--- config.mk ---
export PLATFORM = sky130hd
export DESIGN_NAME = axi4_lite_io_slave_flat
export DESIGN_NICKNAME = d
export VERILOG_FILES = /design/src/rtl/axi4_lite_io_slave_if.sv /design/src/rtl/axi4_lite_io_slave.sv /design/src/flat_wrapper.sv
export SDC_FILE = /design/constraint.sdc
export NUM_CORES = 1
export LEC_CHECK = 0
export CORE_MARGIN = 3
export CORE_UTILIZATION = 35
export DETAILED_ROUTE_END_ITERATION = 8
export SETUP_SLACK_MARGIN = 0.05
export SLEW_MARGIN = 20
export SYNTH_ARGS = -nofsm -noshare
export SYNTH_HDL_FRONTEND = slang
export SYNTH_SLANG_ARGS = --single-unit
--- constraint.sdc ---
create_clock -name ACLK -period 4.9 [get_ports ACLK]
set_clock_uncertainty 0.15 [all_clocks]
set_input_delay 1.47 -clock ACLK [delete_from_list [all_inputs] [get_ports ACLK]]
set_output_delay 1.47 -clock ACLK [all_outputs]
set_load 0.02 [all_outputs]
--- src/rtl/axi4_lite_io_slave_if.sv ---
// axi4_lite_io_slave_if: AXI4-Lite bus bundle between a master and the IO slave
interface axi4_lite_io_slave_if #(
  parameter int ADDR_WIDTH = 5,
  parameter int DATA_WIDTH = 32
);
  logic [ADDR_WIDTH-1:0]   S_AXI_AWADDR;
  logic [2:0]              S_AXI_AWPROT;
  logic                    S_AXI_AWVALID;
  logic                    S_AXI_AWREADY;
  logic [DATA_WIDTH-1:0]   S_AXI_WDATA;
  logic [DATA_WIDTH/8-1:0] S_AXI_WSTRB;
  logic                    S_AXI_WVALID;
  logic                    S_AXI_WREADY;
  logic [1:0]              S_AXI_BRESP;
  logic                    S_AXI_BVALID;
  logic                    S_AXI_BREADY;
  logic [ADDR_WIDTH-1:0]   S_AXI_ARADDR;
  logic [2:0]              S_AXI_ARPROT;
  logic                    S_AXI_ARVALID;
  logic                    S_AXI_ARREADY;
  logic [DATA_WIDTH-1:0]   S_AXI_RDATA;
  logic [1:0]              S_AXI_RRESP;
  logic                    S_AXI_RVALID;
  logic                    S_AXI_RREADY;
  modport slave (
    input  S_AXI_AWADDR, S_AXI_AWPROT, S_AXI_AWVALID, S_AXI_WDATA, S_AXI_WSTRB, S_AXI_WVALID,
           S_AXI_BREADY, S_AXI_ARADDR, S_AXI_ARPROT, S_AXI_ARVALID, S_AXI_RREADY,
    output S_AXI_AWREADY, S_AXI_WREADY, S_AXI_BRESP, S_AXI_BVALID, S_AXI_ARREADY,
           S_AXI_RDATA, S_AXI_RRESP, S_AXI_RVALID
  );
  modport master (
    output S_AXI_AWADDR, S_AXI_AWPROT, S_AXI_AWVALID, S_AXI_WDATA, S_AXI_WSTRB, S_AXI_WVALID,
           S_AXI_BREADY, S_AXI_ARADDR, S_AXI_ARPROT, S_AXI_ARVALID, S_AXI_RREADY,
    input  S_AXI_AWREADY, S_AXI_WREADY, S_AXI_BRESP, S_AXI_BVALID, S_AXI_ARREADY,
           S_AXI_RDATA, S_AXI_RRESP, S_AXI_RVALID
  );
endinterface

--- src/rtl/axi4_lite_io_slave.sv ---
// axi4_lite_io_slave: AXI4-Lite slave with LED, 7-segment scan and edge-triggered IRQ registers
module axi4_lite_io_slave #(
  parameter int ADDR_WIDTH = 5,
  parameter int DATA_WIDTH = 32,
  parameter int NUM_LEDS   = 8,
  parameter int SCAN_DIV   = 1000
) (
  input  logic                 ACLK,
  input  logic                 ARESET,
  axi4_lite_io_slave_if.slave  s_axi,
  input  logic                 EXT_IRQ_IN,
  output logic [NUM_LEDS-1:0]  LED,
  output logic [6:0]           SEG_CATHODE,
  output logic [3:0]           SEG_ANODE,
  output logic                 IRQ_OUT
);
  localparam int SW = DATA_WIDTH / 8;
  localparam int CW = $clog2(SCAN_DIV);
  localparam logic [1:0] OKAY = 2'b00;
  localparam logic [1:0] SLVERR = 2'b10;
  localparam logic [6:0] HEX [16] = '{7'h40, 7'h79, 7'h24, 7'h30, 7'h19, 7'h12, 7'h02, 7'h78,
                                      7'h00, 7'h10, 7'h08, 7'h03, 7'h46, 7'h21, 7'h06, 7'h0E};
  logic awready_q, wready_q, arready_q, bvalid_q, rvalid_q, aw_held_q, w_held_q;
  logic [ADDR_WIDTH-1:0] awaddr_q;
  logic [DATA_WIDTH-1:0] wdata_q, rdata_q, wmask, rd_val;
  logic [SW-1:0] wstrb_q;
  logic [1:0] bresp_q, rresp_q;
  logic [NUM_LEDS-1:0] led_q, led_out_q, led_m;
  logic [15:0] seg_q, seg_m;
  logic en_q, pend_q, irq_q;
  logic [2:0] sync_q;
  logic [CW-1:0] cnt_q;
  logic [1:0] idx_q;
  logic [3:0] anode_q;
  logic [6:0] cath_q;
  logic aw_fire, w_fire, ar_fire, do_wr, aw_held_d, w_held_d, bvalid_d, rvalid_d;
  logic wr_map, ar_map, wr_led, wr_seg, wr_en, wr_stat, clr, rise, wrap;
  logic [1:0] wr_idx, ar_idx;
  logic [3:0] digit;
  logic unused;
  assign aw_fire   = s_axi.S_AXI_AWVALID & awready_q;
  assign w_fire    = s_axi.S_AXI_WVALID & wready_q;
  assign ar_fire   = s_axi.S_AXI_ARVALID & arready_q;
  assign do_wr     = aw_held_q & w_held_q & ~bvalid_q;
  assign aw_held_d = aw_fire | (aw_held_q & ~do_wr);
  assign w_held_d  = w_fire | (w_held_q & ~do_wr);
  assign bvalid_d  = do_wr | (bvalid_q & ~s_axi.S_AXI_BREADY);
  assign rvalid_d  = ar_fire | (rvalid_q & ~s_axi.S_AXI_RREADY);
  assign wr_map  = awaddr_q[ADDR_WIDTH-1:4] == '0;
  assign ar_map  = s_axi.S_AXI_ARADDR[ADDR_WIDTH-1:4] == '0;
  assign wr_idx  = awaddr_q[3:2];
  assign ar_idx  = s_axi.S_AXI_ARADDR[3:2];
  assign wr_led  = do_wr & wr_map & (wr_idx == 2'd0);
  assign wr_seg  = do_wr & wr_map & (wr_idx == 2'd1);
  assign wr_en   = do_wr & wr_map & (wr_idx == 2'd2) & wstrb_q[0];
  assign wr_stat = do_wr & wr_map & (wr_idx == 2'd3);
  for (genvar i = 0; i < SW; i++) begin : g_mask
    assign wmask[8*i +: 8] = {8{wstrb_q[i]}};
  end
  assign led_m = (led_q & ~wmask[NUM_LEDS-1:0]) | (wdata_q[NUM_LEDS-1:0] & wmask[NUM_LEDS-1:0]);
  assign seg_m = (seg_q & ~wmask[15:0]) | (wdata_q[15:0] & wmask[15:0]);
  assign clr   = wr_stat & wstrb_q[0] & wdata_q[0];
  assign rise  = sync_q[1] & ~sync_q[2];
  assign rd_val = !ar_map ? '0 :
                  ar_idx == 2'd0 ? DATA_WIDTH'(led_q) :
                  ar_idx == 2'd1 ? DATA_WIDTH'(seg_q) :
                  ar_idx == 2'd2 ? DATA_WIDTH'(en_q) : DATA_WIDTH'(pend_q);
  assign wrap  = cnt_q == CW'(SCAN_DIV - 1);
  assign digit = seg_q[{idx_q, 2'b00} +: 4];
  assign unused = ^{s_axi.S_AXI_AWPROT, s_axi.S_AXI_ARPROT, awaddr_q[1:0],
                    s_axi.S_AXI_ARADDR[1:0], wdata_q[DATA_WIDTH-1:16], wmask[DATA_WIDTH-1:16]};
  assign s_axi.S_AXI_AWREADY = awready_q;
  assign s_axi.S_AXI_WREADY  = wready_q;
  assign s_axi.S_AXI_BVALID  = bvalid_q;
  assign s_axi.S_AXI_BRESP   = bresp_q;
  assign s_axi.S_AXI_ARREADY = arready_q;
  assign s_axi.S_AXI_RVALID  = rvalid_q;
  assign s_axi.S_AXI_RDATA   = rdata_q;
  assign s_axi.S_AXI_RRESP   = rresp_q;
  assign LED         = led_out_q;
  assign SEG_ANODE   = anode_q;
  assign SEG_CATHODE = cath_q;
  assign IRQ_OUT     = irq_q;
  // Bus handshakes: independent AW/W capture, write response and read data registers
  always_ff @(posedge ACLK or posedge ARESET)
    if (ARESET) begin
      awready_q <= 1'b0;
      wready_q  <= 1'b0;
      arready_q <= 1'b0;
      aw_held_q <= 1'b0;
      w_held_q  <= 1'b0;
      bvalid_q  <= 1'b0;
      rvalid_q  <= 1'b0;
      awaddr_q  <= '0;
      wdata_q   <= '0;
      wstrb_q   <= '0;
      bresp_q   <= OKAY;
      rresp_q   <= OKAY;
      rdata_q   <= '0;
    end else begin
      awready_q <= ~aw_held_d & ~bvalid_d;
      wready_q  <= ~w_held_d & ~bvalid_d;
      arready_q <= ~rvalid_d;
      aw_held_q <= aw_held_d;
      w_held_q  <= w_held_d;
      bvalid_q  <= bvalid_d;
      rvalid_q  <= rvalid_d;
      if (aw_fire) awaddr_q <= s_axi.S_AXI_AWADDR;
      if (w_fire) begin
        wdata_q <= s_axi.S_AXI_WDATA;
        wstrb_q <= s_axi.S_AXI_WSTRB;
      end
      if (do_wr) bresp_q <= wr_map ? OKAY : SLVERR;
      if (ar_fire) begin
        rdata_q <= rd_val;
        rresp_q <= ar_map ? OKAY : SLVERR;
      end
    end
  // Register file, IRQ synchronizer/pending (set beats W1C) and registered LED/IRQ outputs
  always_ff @(posedge ACLK or posedge ARESET)
    if (ARESET) begin
      led_q     <= '0;
      led_out_q <= '0;
      seg_q     <= '0;
      en_q      <= 1'b0;
      pend_q    <= 1'b0;
      irq_q     <= 1'b0;
      sync_q    <= '0;
    end else begin
      led_q     <= wr_led ? led_m : led_q;
      led_out_q <= led_q;
      seg_q     <= wr_seg ? seg_m : seg_q;
      en_q      <= wr_en ? wdata_q[0] : en_q;
      pend_q    <= rise | (pend_q & ~clr);
      irq_q     <= pend_q & en_q;
      sync_q    <= {sync_q[1:0], EXT_IRQ_IN};
    end
  // Display scan: slot counter, digit index and registered anode/cathode drive
  always_ff @(posedge ACLK or posedge ARESET)
    if (ARESET) begin
      cnt_q   <= '0;
      idx_q   <= '0;
      anode_q <= 4'b1111;
      cath_q  <= 7'h7F;
    end else begin
      cnt_q   <= wrap ? '0 : cnt_q + 1'b1;
      idx_q   <= idx_q + 2'(wrap);
      anode_q <= ~(4'b0001 << idx_q);
      cath_q  <= HEX[digit];
    end
endmodule

--- src/flat_wrapper.sv ---
// flat-port wrapper written by rule: the top's interface ports become plain ports
module axi4_lite_io_slave_flat 
#(
  parameter int ADDR_WIDTH = 5,
  parameter int DATA_WIDTH = 32,
  parameter int NUM_LEDS   = 8,
  parameter int SCAN_DIV   = 1000
)
  (ACLK, ARESET, EXT_IRQ_IN, LED, SEG_CATHODE, SEG_ANODE, IRQ_OUT, s_axi_S_AXI_AWADDR, s_axi_S_AXI_AWPROT, s_axi_S_AXI_AWVALID, s_axi_S_AXI_WDATA, s_axi_S_AXI_WSTRB, s_axi_S_AXI_WVALID, s_axi_S_AXI_BREADY, s_axi_S_AXI_ARADDR, s_axi_S_AXI_ARPROT, s_axi_S_AXI_ARVALID, s_axi_S_AXI_RREADY, s_axi_S_AXI_AWREADY, s_axi_S_AXI_WREADY, s_axi_S_AXI_BRESP, s_axi_S_AXI_BVALID, s_axi_S_AXI_ARREADY, s_axi_S_AXI_RDATA, s_axi_S_AXI_RRESP, s_axi_S_AXI_RVALID);
  axi4_lite_io_slave_if #(.ADDR_WIDTH(ADDR_WIDTH), .DATA_WIDTH(DATA_WIDTH)) s_axi_i ();
  input  logic ACLK;
  input  logic ARESET;
  input  logic EXT_IRQ_IN;
  output logic [NUM_LEDS-1:0] LED;
  output logic [6:0] SEG_CATHODE;
  output logic [3:0] SEG_ANODE;
  output logic IRQ_OUT;
  input wire logic [$bits(s_axi_i.S_AXI_AWADDR)-1:0] s_axi_S_AXI_AWADDR;
  input wire logic [$bits(s_axi_i.S_AXI_AWPROT)-1:0] s_axi_S_AXI_AWPROT;
  input wire logic [$bits(s_axi_i.S_AXI_AWVALID)-1:0] s_axi_S_AXI_AWVALID;
  input wire logic [$bits(s_axi_i.S_AXI_WDATA)-1:0] s_axi_S_AXI_WDATA;
  input wire logic [$bits(s_axi_i.S_AXI_WSTRB)-1:0] s_axi_S_AXI_WSTRB;
  input wire logic [$bits(s_axi_i.S_AXI_WVALID)-1:0] s_axi_S_AXI_WVALID;
  input wire logic [$bits(s_axi_i.S_AXI_BREADY)-1:0] s_axi_S_AXI_BREADY;
  input wire logic [$bits(s_axi_i.S_AXI_ARADDR)-1:0] s_axi_S_AXI_ARADDR;
  input wire logic [$bits(s_axi_i.S_AXI_ARPROT)-1:0] s_axi_S_AXI_ARPROT;
  input wire logic [$bits(s_axi_i.S_AXI_ARVALID)-1:0] s_axi_S_AXI_ARVALID;
  input wire logic [$bits(s_axi_i.S_AXI_RREADY)-1:0] s_axi_S_AXI_RREADY;
  output wire logic [$bits(s_axi_i.S_AXI_AWREADY)-1:0] s_axi_S_AXI_AWREADY;
  output wire logic [$bits(s_axi_i.S_AXI_WREADY)-1:0] s_axi_S_AXI_WREADY;
  output wire logic [$bits(s_axi_i.S_AXI_BRESP)-1:0] s_axi_S_AXI_BRESP;
  output wire logic [$bits(s_axi_i.S_AXI_BVALID)-1:0] s_axi_S_AXI_BVALID;
  output wire logic [$bits(s_axi_i.S_AXI_ARREADY)-1:0] s_axi_S_AXI_ARREADY;
  output wire logic [$bits(s_axi_i.S_AXI_RDATA)-1:0] s_axi_S_AXI_RDATA;
  output wire logic [$bits(s_axi_i.S_AXI_RRESP)-1:0] s_axi_S_AXI_RRESP;
  output wire logic [$bits(s_axi_i.S_AXI_RVALID)-1:0] s_axi_S_AXI_RVALID;
  assign s_axi_i.S_AXI_AWADDR = s_axi_S_AXI_AWADDR;
  assign s_axi_i.S_AXI_AWPROT = s_axi_S_AXI_AWPROT;
  assign s_axi_i.S_AXI_AWVALID = s_axi_S_AXI_AWVALID;
  assign s_axi_i.S_AXI_WDATA = s_axi_S_AXI_WDATA;
  assign s_axi_i.S_AXI_WSTRB = s_axi_S_AXI_WSTRB;
  assign s_axi_i.S_AXI_WVALID = s_axi_S_AXI_WVALID;
  assign s_axi_i.S_AXI_BREADY = s_axi_S_AXI_BREADY;
  assign s_axi_i.S_AXI_ARADDR = s_axi_S_AXI_ARADDR;
  assign s_axi_i.S_AXI_ARPROT = s_axi_S_AXI_ARPROT;
  assign s_axi_i.S_AXI_ARVALID = s_axi_S_AXI_ARVALID;
  assign s_axi_i.S_AXI_RREADY = s_axi_S_AXI_RREADY;
  assign s_axi_S_AXI_AWREADY = s_axi_i.S_AXI_AWREADY;
  assign s_axi_S_AXI_WREADY = s_axi_i.S_AXI_WREADY;
  assign s_axi_S_AXI_BRESP = s_axi_i.S_AXI_BRESP;
  assign s_axi_S_AXI_BVALID = s_axi_i.S_AXI_BVALID;
  assign s_axi_S_AXI_ARREADY = s_axi_i.S_AXI_ARREADY;
  assign s_axi_S_AXI_RDATA = s_axi_i.S_AXI_RDATA;
  assign s_axi_S_AXI_RRESP = s_axi_i.S_AXI_RRESP;
  assign s_axi_S_AXI_RVALID = s_axi_i.S_AXI_RVALID;
  axi4_lite_io_slave #(.ADDR_WIDTH(ADDR_WIDTH), .DATA_WIDTH(DATA_WIDTH), .NUM_LEDS(NUM_LEDS), .SCAN_DIV(SCAN_DIV)) u_core (.ACLK(ACLK), .ARESET(ARESET), .s_axi(s_axi_i), .EXT_IRQ_IN(EXT_IRQ_IN), .LED(LED), .SEG_CATHODE(SEG_CATHODE), .SEG_ANODE(SEG_ANODE), .IRQ_OUT(IRQ_OUT));
endmodule
# After elaboration in Yosys (flattened, before gate mapping)
# Memories as Yosys holds them, arrays and structs flattened. A register that Yosys moved wholly into a read port is not among the register bits.
# Index checks and enable logic that the tools add are counted.
[totals]
regBits = 120
rom_bits = 112
inputBits = 60
output_inout_bits = 61
word_cells = 91
mem_count = 1
[memory_table]
columns = ["memory", "depth", "width", "rd", "rd_clocked_by_memory_dff", "write_ports", "line_no", "text"]
rows = [
  ["(no name shown)", 16, 7, 1, 1, 0, "axi4_lite_io_slave.sv:149", "cath_q <= HEX[digit];"],
]
[op_classes]
add_sub_neg = 2
eq_ne = 6
shifts = 2
mux = 7
bitwise = 48
reduce_logical = 2
[ops]
columns = ["cell", "count"]
rows = [
  ["two-way mux 32 bit", 3],
  ["AND 16 bit", 2],
  ["AND 1 bit", 22],
  ["AND 8 bit", 2],
  ["inverter 16 bit", 1],
  ["OR 16 bit", 1],
  ["variable part select 16 x 5 -> 4 bit", 1],
  ["inverter 1 bit", 11],
  ["adder 10 x 1 -> 10 bit, second input constant", 1],
  ["equality test 10 bit, second input constant", 1],
  ["two-way mux 10 bit", 1],
  ["inverter 8 bit", 1],
  ["OR 8 bit", 1],
  ["equality test 2 bit, second input constant", 3],
  ["inverter 4 -> 5 bit", 1],
  ["OR 1 bit", 5],
  ["equality test 2 x 1 -> 1 bit, second input constant", 2],
  ["logical NOT 2 bit", 2],
  ["two-way mux 2 bit", 2],
  ["inverter 4 bit", 1],
  ["left shift 1 x 2 -> 4 bit, first input constant", 1],
  ["adder 2 x 1 -> 2 bit", 1],
  ["two-way mux 1 bit", 1],
]

# Longest topological paths before layout
# Gate-level depths: netlist of run 1.
[logic_depth]
ltp_word = 9
ltp_mapped = 7
mapped_depth_nobuf = 6

# Worst setup path before layout of run 1
# No wires, ideal clock.
[synth_path]
kind = "in2reg"
startpoint = "in s_axi_S_AXI_WVALID"
endpoint = "reg u_core.wdata_q[0]"
setup_time_ps = 125
t_arrival_ps = 2430
required_ps = 4625
path_slack_ps = 2195
stages = 3
n_path_buf = 1
path_cell_list = "nand2_1 -> clkbuf_1 -> mux2_2"
[synth_between]
elab_chain_len = 1
[synth_lines]
columns = ["element", "line_no", "text"]
rows = [
  ["start: declaration", "flat_wrapper.sv:23", "input wire logic [$bits(s_axi_i.S_AXI_WVALID)-1:0] s_axi_S_AXI_WVALID;"],
  ["AND 1 bit", "axi4_lite_io_slave.sv:42", "assign w_fire = s_axi.S_AXI_WVALID & wready_q;"],
  ["end signal: assignment", "axi4_lite_io_slave.sv:110", "wdata_q <= s_axi.S_AXI_WDATA;"],
  ["end: declaration", "axi4_lite_io_slave.sv:25", "logic [DATA_WIDTH-1:0] wdata_q, rdata_q, wmask, rd_val;"],
]
# Every way passes these cells.
# A chain may end at the register's enable or synchronous reset.

# Final worst setup path of run 1
[layout_path]
startpoint = "in s_axi_S_AXI_ARVALID"
endpoint = "reg u_core.rdata_q[10] (netlist: u_core.s_axi.S_AXI_RDATA[10])"
[layout_between]
elab_chain_len = 1
[layout_lines]
columns = ["element", "line_no", "text"]
rows = [
  ["start: declaration", "flat_wrapper.sv:27", "input wire logic [$bits(s_axi_i.S_AXI_ARVALID)-1:0] s_axi_S_AXI_ARVALID;"],
  ["AND 1 bit", "axi4_lite_io_slave.sv:43", "assign ar_fire = s_axi.S_AXI_ARVALID & arready_q;"],
  ["end signal: assignment", "axi4_lite_io_slave.sv:115", "rdata_q <= rd_val;"],
  ["end: declaration", "axi4_lite_io_slave.sv:25", ""],
]
# Every way passes these cells.

==> summary.md, run 1 <==
| Metric | Value |
|---|---|
| Mapped Area | 4420 um^2 |
| DRC viols | 0 |
| Yosys top cell by area | dfrtp_1 |
| Buf+Inv Stages, Crit Path | 3 |
| Slew Viols, Final | 0 |
| Area grow syn2layout | 27.0% |
| Via/cell ratio | 4.67 |
| Maximum vdd drop | 258 uV |
| Initial Utilization | 36.3% |
| Most common library cells after synthesis | dfrtp_1, mux2_2, buf_4, nand2_1, inv_1 |
| Number of post-CTS setup repair buffers | 0 |
| Post-DRT Antenna Nets | 0 |
| Hold path start | u_core.sync_q[0]$_DFF_PP0_ |
| Delay-heaviest family, CP | buffers and inverters |
| H-tree Lvls | 3 |
| Hold Path Depth | 0 |
| Most frequent cell after synthesis | dfrtp_1 |
| EDFF count, synth | 0 |
| Crit. End Element | flop |
| Ys Warns | 0 |
| Die footprint | 14000 um^2 |
| Final Hold Vio Count | 0 |
| Setup crit start kind | primary input |
| Rows | 40 |
| Slew @ Worst Pin | 908 ps |
| Power Density | 515 nW/um^2 |
| DP HPWL | 6000 um |
| Root Buffer Master | clkbuf_16 |
| Yosys cell types | 46 |
| Synth top area cells | dfrtp_1, mux2_2, dfstp_2 |
| Critical path peak fanout | 22 |
| Status | finished clean |
| Register area share after synthesis | 60.9% |
| Vias in the first global route | 2693 |
| Post-Syn Instances | 317 |
| Critical path arrival | 3310 ps |
| RSZ-0062 raised after global routing | false |
| Worst min path class | flop to flop |
| CTS Hold Bufs | 0 |
| Hold EP | u_core.sync_q[1]$_DFF_PP0_ |
| Synth async-reset ratio | 100% |
| Syn avg cell area | 13.9 um^2 |
| Max stage delay cell, worst path | nor4b_2 |
| Dpl ws | 1350 ps |
| Global-route wire length before repair | 14100 um |
| Largest net degree at the start of global routing | 85 |
| Max Buffers Root-to-Sink | 2 |
| R2r setup slk | 2630 ps |
| Final-stage net count | 465 |
| GRT Util Overall | 12.7% |
| Clk_lat worst skew | 340 ps |
| I/O pins | 121 |
| Crit-path max cell delay | 690 ps |
| Post_cts resized | 0 |
| R2R cell count | 3 |
| Vias | 2664 |
| First-pass iteration count of the detailed router | 5 |
| Share of cells above drive strength 1 | 23.1% |
| Leak | 0.00251 uW |
| Synth Flop Type | dfrtp_1 |
| GP Congestion | 0.824 |
| Crit path kind | primary input to flop |
| DRT iter0 DRCs | 169 |
| FMAX | 314 MHz |
| Crit share post-route | 64.9% |
| Clk sink count | 107 |
| CTS buffer count | 9 |
| Reg-to-reg startpoint | u_core.s_axi.S_AXI_BVALID$_DFF_PP0_ |
| Grt ovf | 0 |
| Post-synthesis sequential element count | 107 |
| Number of fill cells | 1138 |
| Final min period | 3180 ps |
| Max-slew headroom | 39.4% |
| Launch point of the worst path | s_axi_S_AXI_ARVALID |
| Diode count | 0 |
| Port bufs | 74 |
| Wire per inst | 14.9 um |
| Setup tns final | 0 ps |
| Die Wd | 118 um |
| Post-synth top area share | 54.4% |
| Max_cap viols | 0 |
| CTS clk-pin slew, worst paths | 70 ps |
| CTS tree | built |
| Critical Path Most Common Cell | buf_4 |
| Critical Path RT | 5030 ps |
| Initial antenna violation count | 0 |
| Drt total wl | 8480 um |
| Core area | 12200 um^2 |
| Die height | 118 um |
| Final WS setup | 1720 ps |
| Critical Path, Cell by Cell | clkdlybuf4s50_1, nand2_1, buf_4, nor4b_2, buf_4, a22o_1 |
| Setup Viol. Count Final | 0 |
==> metrics by stage <==
stage	cells	hold slack [ps]	cell area [um^2]	power, uW	util (%)
detailed placement	554	191	5300	2170	43.6
global route	570	211	5610	3060	46.1
finish	570	206	5610	2890	46.1
floorplan	334	181	4480	1850	-
CTS	570	208	5610	2920	46.1
global placement	554	184	5300	2150	43.6
==> worst max path at each step <==
stage                                               endpoint  slack, ps  cells after the start
detailed placement   u_core.s_axi.S_AXI_RDATA[8]$_DFFE_PP0P_       1350                      6
finish              u_core.s_axi.S_AXI_RDATA[10]$_DFFE_PP0P_       1720                      6
floorplan                                          async pin        480                      1
CTS                 u_core.s_axi.S_AXI_RDATA[10]$_DFFE_PP0P_       1700                      6
global route        u_core.s_axi.S_AXI_RDATA[15]$_DFFE_PP0P_       1590                      6
global placement    u_core.s_axi.S_AXI_RDATA[15]$_DFFE_PP0P_       1310                      6
==> area by class of cell <==
type                            count  area, um^2  share of cell area (%)
Sequential cell                   107        2690                    48.0
Multi-Input combinational cell    187        1560                    27.8
Timing Repair Buffer               78         783                    14.0
Clock buffer                       10         239                    4.26
Tap cell                          168         210                    3.75
Clock inverter                      6        71.3                    1.27
Inverter                           14        55.1                   0.981
==> power by group <==
group	switching (uW)	internal, uW
logic	355	428
registers	194	1160
clock network	329	416
total	879	2010
==> cells by family after synthesis <==
group / share of synthesized area (%)
xor+xnor: 1.39
compound gates: 6.54
flops: 60.9
fa+ha+maj: 2.27
buf+inv: 5.35
mux: 15.7
simple gates: 7.73
other cells: 0.0849
==> cells in the final DEF, fill, tap and decap left out, types with 3 or more instances in the layout <==
| cell | instances |
|---|---|
| dfrtp_1 | 96 |
| clkdlybuf4s50_1 | 74 |
| mux2_2 | 49 |
| nand2_1 | 18 |
| conb_1 | 18 |
| inv_1 | 13 |
| nor2_1 | 12 |
| dfstp_2 | 11 |
| a22o_1 | 10 |
| o21ai_0 | 9 |
| clkbuf_16 | 9 |
| ha_1 | 8 |
| nor2b_1 | 6 |
| a222oi_1 | 6 |
| nand3_1 | 5 |
| mux4_2 | 4 |
| xor2_1 | 4 |
| nor4_1 | 3 |
| nand2b_1 | 3 |
| xnor2_1 | 3 |
| o21a_1 | 3 |
| inv_6 | 3 |
| buf_4 | 3 |
==> layer usage <==
layer  track usage (%)  vias to the layer above  part of all wire [%]
met5                 0                        -                     0
met4              5.35                        0                   1.7
met3              3.30                       10                   5.0
met2              19.7                       72                    46
met1              16.9                     1336                    47
li1                  -                     1246                     -
Note: power is estimated with default switching activity, not from simulation.
==> inputs of run 2 (changes only) <==
==> constraint.sdc (replaced) <==
create_clock -name ACLK -period 2.6 [get_ports ACLK]
set_clock_uncertainty 0.15 [all_clocks]
set_input_delay 0.78 -clock ACLK [delete_from_list [all_inputs] [get_ports ACLK]]
set_output_delay 0.78 -clock ACLK [all_outputs]
set_load 0.02 [all_outputs]
==> summary.md, run 2 (synthesis gave the netlist of run 1 again) <==
| Metric | Value |
|---|---|
| Status | finished clean |
| Power Density | 978 nW/um^2 |
| FMAX | 418 MHz |
| GR Layer Usage met2 | 21.2% |
| Die height | 118 um |
| Number of post-CTS setup repair buffers | 0 |
| Delay-heaviest family, CP | buffers and inverters |
| Slew @ Worst Pin | 620 ps |
| Initial antenna violation count | 0 |
| Most common library cell in the layout ignoring fill and taps | dfrtp_1 |
| Via/cell ratio | 4.64 |
| Max Buffers Root-to-Sink | 2 |
| Critical path peak fanout | 8 |
| Busiest layer in global routing | met2 |
| Clk sink count | 107 |
| Setup tns final | 0 ps |
| Final-stage net count | 471 |
| Internal Power | 3970 uW |
| Comb power frac | 27.1% |
| Setup Viol. Count Final | 0 |
| Max-slew headroom | 58.5% |
| GRT Util Overall | 13.1% |
| DRT iter0 DRCs | 131 |
| Sw Ratio | 28.9% |
| Setup crit start kind | flop |
| DP Area | 5380 um^2 |
| Crit share post-route | 92.1% |
| Most frequent cells in the layout | dfrtp_1, clkdlybuf4s50_1, mux2_2 |
| DRC viols | 0 |
| Die footprint | 14000 um^2 |
| Port bufs | 74 |
| CTS tree | built |
| Final Hold Vio Count | 0 |
| Post_cts resized | 0 |
| Core area | 12200 um^2 |
| Final Cell Area | 5710 um^2 |
| Worst min path class | flop to flop |
| Crit path kind | flop to output pin |
| Drt total wl | 8750 um |
| Area grow syn2layout | 29.3% |
| GP Congestion | 0.820 |
| Initial Utilization | 36.3% |
| DP HPWL | 6480 um |
| Crit-path max cell delay | 650 ps |
| CTS clk-pin slew, worst paths | 70 ps |
| Rows | 40 |
| Maximum vdd drop | 508 uV |
| First-pass iteration count of the detailed router | 6 |
| Largest net degree at the start of global routing | 31 |
| Slew Viols, Final | 0 |
| Grt ovf | 0 |
| Share of cells above drive strength 1 | 23.3% |
| Met1 usage | 17.0% |
| Critical path arrival | 1460 ps |
| Critical Path, Cell by Cell | clkdlybuf4s50_1 |
| I/O pins | 121 |
| Vias in the first global route | 2765 |
| Leak | 0.00257 uW |
| Max_cap viols | 0 |
| Max stage delay cell, worst path | clkdlybuf4s50_1 |
| Global-route wire length before repair | 14600 um |
| Crit. End Element | output pin |
| Root Buffer Master | clkbuf_16 |
| Final min period | 2390 ps |
| RSZ-0062 raised after global routing | false |
| CTS Hold Bufs | 0 |
| Clk_lat worst skew | 340 ps |
| Diode count | 0 |
| Buf+Inv Stages, Crit Path | 1 |
| Die Wd | 118 um |
| H-tree Lvls | 3 |
| CTS buffer count | 9 |
| Final core utilization | 47.0% |
| Post-DRT Antenna Nets | 0 |
| Seq pwr share | 45.9% |
| Clk pwr share | 27.0% |
| GR Util met3 | 3.21% |
| Critical Path RT | 1670 ps |
| Hold Slack | 200 ps |
| Wire per inst | 15.2 um |
| Vias | 2675 |
| Net Sw Power | 1610 uW |
-- run 2: cell count changes in the layout (fill, tap and decap cells not counted), sizes merged --
cell      delta
buf          +6
inv          -4
clkinvlp     -1
clkbuf       +3
bufinv       +2
-- run 2: path summary, 6_finish.rpt --
| check | start | end | slack (ps) | cells past startpoint |
|---|---|---|---|---|
| max reg2reg | u_core.idx_q[1]$_DFF_PP0_ | u_core.SEG_CATHODE[0]$_DFF_PP1_ | 390 | 5 |
| min | u_core.sync_q[0]$_DFF_PP0_ | u_core.sync_q[1]$_DFF_PP0_ | 200 | 0 |
| max | u_core.s_axi.S_AXI_BVALID$_DFF_PP0_ | s_axi_S_AXI_BVALID | 210 | 1 |
| min reg2reg | u_core.sync_q[0]$_DFF_PP0_ | u_core.sync_q[1]$_DFF_PP0_ | 200 | 0 |
| max in group asynchronous | ARESET | u_core.SEG_ANODE[0]$_DFF_PP1_ | 1000 | 3 |
| min in group asynchronous | ARESET | async pin | 690 | 2 |
-- run 2: cell type report --
type	instances	area (um^2)
multi-input cells	187	1560
flip-flops and latches	107	2690
fillers	1090	6450
inverters	14	56.3
clock buffers	13	240
repair buffers	84	866
clock inverters	3	90.1
well taps	168	210
-- run 2: stage by stage --
| stage | power [uW] | setup WS [ps] | instances |
|---|---|---|---|
| after floorplan | 3480 | 391 | 334 |
| after global placement | 4070 | 233 | 560 |
| after detailed placement | 4130 | 237 | 560 |
| after CTS | 5660 | 202 | 576 |
| after global routing | 5890 | 169 | 576 |
| final | 5580 | 205 | 576 |
-- run 2: per-layer routing --
metal / part of all wire (%) / vias to the layer above / wire length, um
met1: 46 / 1343 / 4040
met2: 47 / 74 / 4100
li1: - / 1248 / -
met3: 5.3 / 10 / 463
met4: 1.6 / 0 / 144
met5: 0 / - / 0
-- run 2: power by group through the flow --
stage	clock network [uW]	logic (uW)	registers, uW
final	1510	1510	2560
after global routing	1610	1650	2630
after CTS	1550	1540	2570
after detailed placement	0	1530	2600
after global placement	0	1500	2580
after floorplan	0	801	2680
==> patch: new RTL, config.mk and constraints of run 1 <==
`DATA_WIDTH` is set to 32 in 3 places; all go to 64.
--- a/src/rtl/axi4_lite_io_slave_if.sv
+++ b/src/rtl/axi4_lite_io_slave_if.sv
@@ -2,5 +2,5 @@
 interface axi4_lite_io_slave_if #(
   parameter int ADDR_WIDTH = 5,
-  parameter int DATA_WIDTH = 32
+  parameter int DATA_WIDTH = 64
 );
   logic [ADDR_WIDTH-1:0]   S_AXI_AWADDR;
--- a/src/rtl/axi4_lite_io_slave.sv
+++ b/src/rtl/axi4_lite_io_slave.sv
@@ -2,5 +2,5 @@
 module axi4_lite_io_slave #(
   parameter int ADDR_WIDTH = 5,
-  parameter int DATA_WIDTH = 32,
+  parameter int DATA_WIDTH = 64,
   parameter int NUM_LEDS   = 8,
   parameter int SCAN_DIV   = 1000
--- a/src/flat_wrapper.sv
+++ b/src/flat_wrapper.sv
@@ -3,5 +3,5 @@
 #(
   parameter int ADDR_WIDTH = 5,
-  parameter int DATA_WIDTH = 32,
+  parameter int DATA_WIDTH = 64,
   parameter int NUM_LEDS   = 8,
   parameter int SCAN_DIV   = 1000
Ports: changed (resized s_axi_S_AXI_RDATA, s_axi_S_AXI_WDATA and s_axi_S_AXI_WSTRB); port bits go from 121 to 189. No check against the original RTL was run, so the function may have changed too.
==> patch against run 1 <==
Register-to-register slack lost 0.03 ns; sequential cell count is the same; area after synthesis grew 5.4%; cell area grew 1.6%; setup slack gained 0.097 ns; wire length grew 2.9%; count of clock-buffer cells in the layout grew 2; hold slack gained 0.010 ns; power shrank 1.6%; largest cell class unchanged.
==> patch: results (changes against run 1) <==
max incr delay on CP=0.59 ns (was 0.69 ns); sw power=877.5 uW (was 878.7 uW); initial antenna violation count=1 (was 0); GR Util All Layers=12.56% (was 12.70%); drt first pass iters=4 (was 5); share of cells above drive strength 1=21.38% (was 23.13%); Post-synth top cells=96 x dfrtp_1, 50 x buf_4, 49 x mux2_2 (was 96 x dfrtp_1, 49 x mux2_2, 18 x buf_4, 18 x nand2_1, 14 x inv_1); slew of the pin with the lowest slew margin=0.9272 ns (was 0.9075 ns); placed insts=591 (was 554); Lkg Pwr=2.607 nW (was 2.514 nW); vias in the first global route=2763 (was 2693); WL final=8729 um (was 8483 um); Mapped Cells=349 (was 317); Post-Synth Adder-Cell Area=2.149% (was 2.266%); DP Area=0.005419 mm2 (was 0.005299 mm2); compound-gate portion of the synthesized area=6.206% (was 6.544%); Seq/Total Area, Yosys=57.79% (was 60.93%); GPL Wtd Cong=0.7597 (was 0.8242); HPWL after DPL=6445 um (was 6003 um); DP Worst Slack=1.584 ns (was 1.347 ns); largest net degree at the start of global routing=56 (was 85); initial DRC count=166 (was 169); CP Max Fanout=1 (was 22); Critical Path Slowest Stage Cell=clkdlybuf4s50_1 (was nor4b_2); Synth area leaders=dfrtp_1 52%, mux2_2 12%, buf_4 8.1%, dfstp_2 6.2%, ha_1 2.1% (was dfrtp_1 54%, mux2_2 12%, dfstp_2 6.5%, buf_4 3.1%, ha_1 2.3%); Final #Nets=534 (was 465); non-filler cells, final=607 (was 570); status=finished, final reports clean (unchanged); Peak supply drop=0.1988 mV (was 0.2580 mV); mux cell area share after synthesis=14.88% (was 15.69%); first-pass GRT wire length=14430 um (was 14100 um); XOR/XNOR Fraction of Synth Area=1.316% (was 1.388%); Avg Vias per Cell=4.502 (was 4.674)
patch: changes by cell type after synthesis, sizes merged:
cell	run 1	this run
buf	23	55
patch: logic make-up after synthesis:
family	Yosys count
compound gates	38
xor+xnor	7
fa+ha+maj	8
buf+inv	72
flops	107
mux	56
other cells	1
simple gates	60
patch: path summary, 6_finish.rpt:
path,end,cells past startpoint,start,slack [ns]
max,SEG_ANODE[2],1,u_core.SEG_ANODE[2]$_DFF_PP1_,1.82
min,u_core.sync_q[1]$_DFF_PP0_,0,u_core.sync_q[0]$_DFF_PP0_,0.22
max reg2reg,u_core.SEG_CATHODE[0]$_DFF_PP1_,5,u_core.idx_q[1]$_DFF_PP0_,2.60
min reg2reg,u_core.sync_q[1]$_DFF_PP0_,0,u_core.sync_q[0]$_DFF_PP0_,0.22
max in group asynchronous,asynchronous set/reset pin,3,ARESET,2.32
min in group asynchronous,u_core.cnt_q[8]$_DFF_PP0_,2,ARESET,1.44
patch: layer usage:
metal / vias to the layer above / share of wire, % / track usage, %
met2: 97 / 45 / 18.72
met3: 18 / 7.6 / 4.196
met4: 2 / 2.3 / 4.972
met5: - / 0.10 / 0
met1: 1338 / 45 / 16.91
li1: 1278 / - / -
patch: power groups by stage:
| stage | logic, mW | registers, mW | clock network (mW) |
|---|---|---|---|
| after floorplan | 0.466 | 1.42 | 0 |
| after global placement | 0.799 | 1.37 | 0 |
| after detailed placement | 0.818 | 1.38 | 0 |
| after CTS | 0.823 | 1.36 | 0.699 |
| after global routing | 0.883 | 1.40 | 0.732 |
| final | 0.812 | 1.36 | 0.672 |
patch: layout make-up:
type                       instances  area share [%]
clock inverter                     4          0.4390
multi-input combinational        219           29.46
sequential                       107           47.21
timing repair buffer              79           13.65
inverter                          14          0.9658
tap                              172           3.775
clock buffer                      12           4.500
